<file path="src/rtl/qmac_accum.sv">
`default_nettype none
// ============================================================================
//  Module   : qmac_accum
//  Purpose  : Saturating accumulator for a stream of LEN signed Q-format
//             products; returns one dot-product term over valid/ready.
//  Revision : 1.0 - initial release
// ============================================================================
module qmac_accum #(
    parameter int N   = 32,
    parameter int Q   = 18,
    parameter int LEN = 3,
    parameter int CW  = $clog2(LEN + 1)
) (
    input  logic         clk,
    input  logic         rst_n,
    input  logic         start,
    input  logic         in_valid,
    output logic         in_ready,
    input  logic [N-1:0] in_data,
    input  logic         in_ovr,
    output logic         out_valid,
    input  logic         out_ready,
    output logic [N-1:0] out_data,
    output logic         out_ovr,
    output logic         busy
);

    // Q only describes the number format; the adds are plain integer adds.
    if ((Q < 0) || (Q >= N) || (LEN < 1)) begin : g_param_check
        $error("qmac_accum: invalid Q/LEN parameterisation");
    end

    typedef enum logic [1:0] {
        S_IDLE = 2'd0,
        S_ACC  = 2'd1,
        S_DONE = 2'd2
    } state_t;

    localparam logic [N-1:0]  C_POS_MAX = {1'b0, {(N-1){1'b1}}};
    localparam logic [N-1:0]  C_NEG_MIN = {1'b1, {(N-1){1'b0}}};
    localparam logic [CW-1:0] C_LAST    = CW'(LEN - 1);

    state_t        state_q, state_d;
    logic [N-1:0]  acc_q,   acc_d;
    logic [CW-1:0] cnt_q,   cnt_d;
    logic          sticky_q, sticky_d;

    logic [N:0]    w_sum;
    logic          w_sat;

    always_comb begin
        w_sum = {acc_q[N-1], acc_q} + {in_data[N-1], in_data};
        // Sign of the N+1-bit sum disagreeing with bit N-1 means it left the N-bit range.
        w_sat = w_sum[N] ^ w_sum[N-1];
    end

    always_comb begin
        state_d  = state_q;
        acc_d    = acc_q;
        cnt_d    = cnt_q;
        sticky_d = sticky_q;
        unique case (state_q)
            S_IDLE: begin
                if (start) begin
                    state_d  = S_ACC;
                    acc_d    = '0;
                    cnt_d    = '0;
                    sticky_d = 1'b0;
                end
            end
            S_ACC: begin
                if (in_valid) begin
                    if (w_sat) begin
                        acc_d = w_sum[N] ? C_NEG_MIN : C_POS_MAX;
                    end else begin
                        acc_d = w_sum[N-1:0];
                    end
                    sticky_d = sticky_q | in_ovr | w_sat;
                    cnt_d    = cnt_q + 1'b1;
                    if (cnt_q == C_LAST) begin
                        state_d = S_DONE;
                    end
                end
            end
            S_DONE: begin
                if (out_ready) begin
                    if (start) begin
                        state_d  = S_ACC;
                        acc_d    = '0;
                        cnt_d    = '0;
                        sticky_d = 1'b0;
                    end else begin
                        state_d = S_IDLE;
                    end
                end
            end
            default: begin
                state_d = S_IDLE;
            end
        endcase
    end

    always_ff @(posedge clk or negedge rst_n) begin
        if (!rst_n) begin
            state_q  <= S_IDLE;
            acc_q    <= '0;
            cnt_q    <= '0;
            sticky_q <= 1'b0;
        end else begin
            state_q  <= state_d;
            acc_q    <= acc_d;
            cnt_q    <= cnt_d;
            sticky_q <= sticky_d;
        end
    end

    // Outputs are decoded from registered state only; no input reaches an output combinationally.
    always_comb begin
        in_ready  = (state_q == S_ACC);
        out_valid = (state_q == S_DONE);
        out_data  = (state_q == S_DONE) ? acc_q : '0;
        out_ovr   = (state_q == S_DONE) ? sticky_q : 1'b0;
        busy      = (state_q != S_IDLE);
    end

endmodule
`default_nettype wire
</file>
<file path="config.mk">
export PLATFORM = sky130hd
export DESIGN_NAME = qmac_accum
export DESIGN_NICKNAME = d
export VERILOG_FILES = /design/src/rtl/qmac_accum.sv
export SDC_FILE = /design/constraint.sdc
export NUM_CORES = 1
export LEC_CHECK = 0
export ABC_CLOCK_PERIOD_IN_PS = 3390
export CORE_MARGIN = 5
export CORE_UTILIZATION = 45
export DETAILED_ROUTE_END_ITERATION = 7
export GPL_TIMING_DRIVEN = 1
export HOLD_SLACK_MARGIN = 0.12
export PLACE_DENSITY_LB_ADDON = 0.1
export SETUP_SLACK_MARGIN = 0.4
export SLEW_MARGIN = 20
export SYNTH_ARGS = -nofsm -noshare
export SYNTH_HDL_FRONTEND = slang
export SYNTH_SLANG_ARGS = --single-unit
</file>
<file path="constraint.sdc">
create_clock -name clk -period 3.39 [get_ports clk]
set_clock_uncertainty 0.2 [all_clocks]
set_input_delay 0.8475 -clock clk [delete_from_list [all_inputs] [get_ports clk]]
set_output_delay 0.8475 -clock clk [all_outputs]
set_load 0.01 [all_outputs]
</file>
==> summary.txt <==
Layout
  – Share of layout cells above drive strength 1: 0.4100
  – Ant. Diodes: 0
  – Non-filler instance count after layout: 741
  – Fillers: 483
  – Area delta synth->final: 75.71%
  – Nets: 710

Setup path
  – WS Path Type: input pin to flop
  – CP arrival: 3.32 ns
  – Crit-path max FO: 3
  – Worst Setup Start Kind: input pin
  – WP data required: 3.37 ns
  – Critical Path Max Stage Delay: 0.35 ns
  – WP buf/inv: 1
  – Crit path max-delay cell type: o311ai_4
  – CP endpoint kind: flop
  – Crit-path cells: buf_6 -> ha_4 -> fa_2 -> a21o_1 -> a221oi_4 -> or4b_4 -> a211oi_4 -> o311ai_4 -> a311oi_2 -> or3_1 -> a21oi_2 -> o21ai_1
  – Crit path max-delay family: compound AO/OA/AOI/OAI gates

Timing
  – Min Clock Period, post-route: 3.341 ns
  – RSZ-0062 raised after global routing: true
  – Worst Tran Pin Value: 0.9135 ns
  – Fmax: 299.3 MHz
  – Endpoints failing setup: 0
  – Final Hold Viols: 0
  – Max-slew headroom: 0.3910
  – Period utilization: 0.9854
  – Final-report max-slew violation count: 0

Synthesis
  – Mean Syn Cell Area: 7.850 um2
  – Distinct cells, synth: 60
  – Mux share of post-synthesis cell area: 0
  – Synth Area in Compound Gates: 0.2618
  – Post-Syn Nets: 528
  – Commonest cells in the synthesized netlist: nand2_1, o21ai_0, nor2_1, dfrtp_1
  – Asr flop ratio synth: 1.000
  – Synth Area in Adders: 0.1209
  – Main combinational cell family by area after synthesis: simple AND/OR/NAND/NOR gates
  – Most common cell in the netlist: nand2_1
  – #FFs+latches synth: 37
  – Yosys top cell by area: dfrtp_1
  – Dominant synthesized flop cell: dfrtp_1
  – Seq/Total Area, Yosys: 0.2587
  – Synth Area in Simple Gates: 0.2656
  – Cells after synthesis: 456
  – Top cell type's share of synthesized area: 0.2587
  – XOR/XNOR share of the synthesized area: 0.05627
  – EDFF count, synth: 0
  – Mapped Area: 0.003580 mm2
  – Yosys warning count: 0
  – Largest cells by area after synthesis: dfrtp_1, ha_1, nand2_1

Die
  – Die Span Y: 99.19 um
  – Die Wd: 99.19 um
  – Effective utilization at floorplan: 0.4632
  – Rows: 32
  – Die Footprint: 0.009839 mm2
  – Core Area: 0.007727 mm2
  – Num ports: 74

Routing
  – DR WL/cell: 17.38 um
  – Total wire length: 12880 um
  – Initial DRC Count: 183
  – Antenna Nets Post-Route: 0
  – DRT Pass-1 Iters: 5
  – DR DRC count: 0
  – Vias after detailed routing: 4153
  – Via/cell ratio: 5.605

Clock tree
  – CTS Buf Count: 5
  – Sink Count: 37
  – Max clock buf depth: 2
  – Worst-path clk slew: 0.08 ns
  – CTS H-tree lvls: 2
  – TritonCTS clock tree: built
  – Clk root buf: clkbuf_8
  – Clock Latency Late Sink: 0.29 ns

Flow run
  – MaxCap Viol Count: 0

Global routing
  – First-pass GRT wire length: 19750 um
  – Total grt overflow: 0
  – Initial antenna violation count: 0
  – Gr usage total: 0.2393
  – Largest net degree at the start of global routing: 38
  – Vias in the first global route: 4252
  – Global Route met3 Usage: 0.03296
  – Layer with the highest usage: met2
  – GR Layer Usage met1: 0.2968
  – Met2 layer usage reported by global route: 0.4401

Worst hold path
  – Hold/Removal Path Class: flop to flop

Power
  – Pwr per Cell Area: 1054 mW/mm2
  – PnR Total Power: 6.629 mW
  – Max VDD drop: 0.0005257 V
  – Leakage dissipation: 2.695 nW

Place
  – HPWL Detailed: 8206 um
  – IO buf count: 73
  – Routability cong.: 0.8923
  – Placed Cells: 706

Run status
  – Status: completed
==> per-stage QoR <==
step                      hold WS [ns]  instance area, um2  TNS [ns]  setup WS, ns  utilization
after floorplan                 0.2418                3628   -0.6435      -0.06443            -
after global placement          0.2621                5106    -16.87       -0.6398       0.6608
after detailed placement        0.2830                5106    -19.84       -0.7170       0.6608
after CTS                       0.3010                5986         0        0.1124       0.7746
after global routing            0.3189                6290   -0.4757      -0.06203       0.8140
final                           0.2931                6290         0       0.04939       0.8140
==> what timing repair did <==
action                                 CTS  global route
endpoints found under the hold margin    0             0
pin swaps                               61            45
setup endpoints to repair               33            37
hold buffers                             0             0
cloned                                   2             2
buffers inserted                        15             8
gates resized for setup                148            71
==> layout by cell type, fill, tap and decap left out, types with 4 or more instances in the layout <==
cell type,netlist,final
a211oi_1,6,4
dfrtp_1,37,37
and2_1,36,35
a21oi_1,36,24
nor2_1,38,13
inv_1,7,6
nand3_1,9,8
ha_4,0,28
nand4_1,4,4
o21ai_1,16,25
a21oi_2,1,8
buf_4,2,106
ha_1,33,5
dlygate4sd2_1,0,23
a21o_1,10,10
clkbuf_2,2,6
buf_12,0,5
a21oi_4,0,5
nor2b_1,5,4
nand2_2,0,4
o21ai_0,42,18
xor2_1,11,11
clkbuf_8,0,5
xnor2_1,12,11
nor2_4,0,17
clkdlybuf4s50_1,0,41
buf_6,2,7
and3_1,7,4
o21ai_2,3,18
nor2_2,0,8
nand2_1,65,58
==> tightest hold or removal path: stages (launching register included) <==
cell and delay, ns:
dfrtp_1 0.35, nand2_1 0.06, o21ai_2 0.05
==> power by group <==
| part | switching [mW] | internal [mW] | leakage (nW) |
|---|---|---|---|
| Clock | 0.174 | 0.293 | 0.0681 |
| Combinational | 2.63 | 2.64 | 2.16 |
| Sequential | 0.232 | 0.656 | 0.462 |
==> layout make-up <==
class | instances | area [um2] | area share
clock inverters | 3 | 65.06 | 0.01034
clock buffers | 5 | 68.82 | 0.01094
flip-flops and latches | 37 | 925.9 | 0.1472
inverters | 7 | 26.28 | 0.004177
well taps | 102 | 127.6 | 0.02029
repair buffers | 193 | 1704 | 0.2709
multi-input cells | 394 | 3372 | 0.5361
==> flip-flops by register name, summed over array words and instances (netlist names) <==
signal / flops
state_q: 2
cnt_q: 2
acc_q: 32
sticky_q: 1
==> worst paths after layout <==
kind | from | endpoint | slack [ns] | cells after the start
max reg2reg | acc_q[0] | acc_q[30] | 0.26 | 11
max in group asynchronous | rst_n | acc_q[7] | 1.93 | 1
min in group asynchronous | rst_n | acc_q[25] | 0.49 | 1
min reg2reg | sticky_q | sticky_q | 0.29 | 2
max | in_data[0] | acc_q[30] | 0.05 | 12
min | sticky_q | sticky_q | 0.29 | 2
==> cells by family after synthesis <==
logic type | after synthesis
compound gates | 146
fa+ha+maj | 34
buf+inv | 25
simple gates | 191
xor+xnor | 23
flops | 37
==> metal layers <==
layer  vias up  wire length, um
li1       1992                -
met4         0              226
met2       148             6570
met3        29              729
met5         -                0
met1      1984             5353
(Power assumes the default switching activity.)
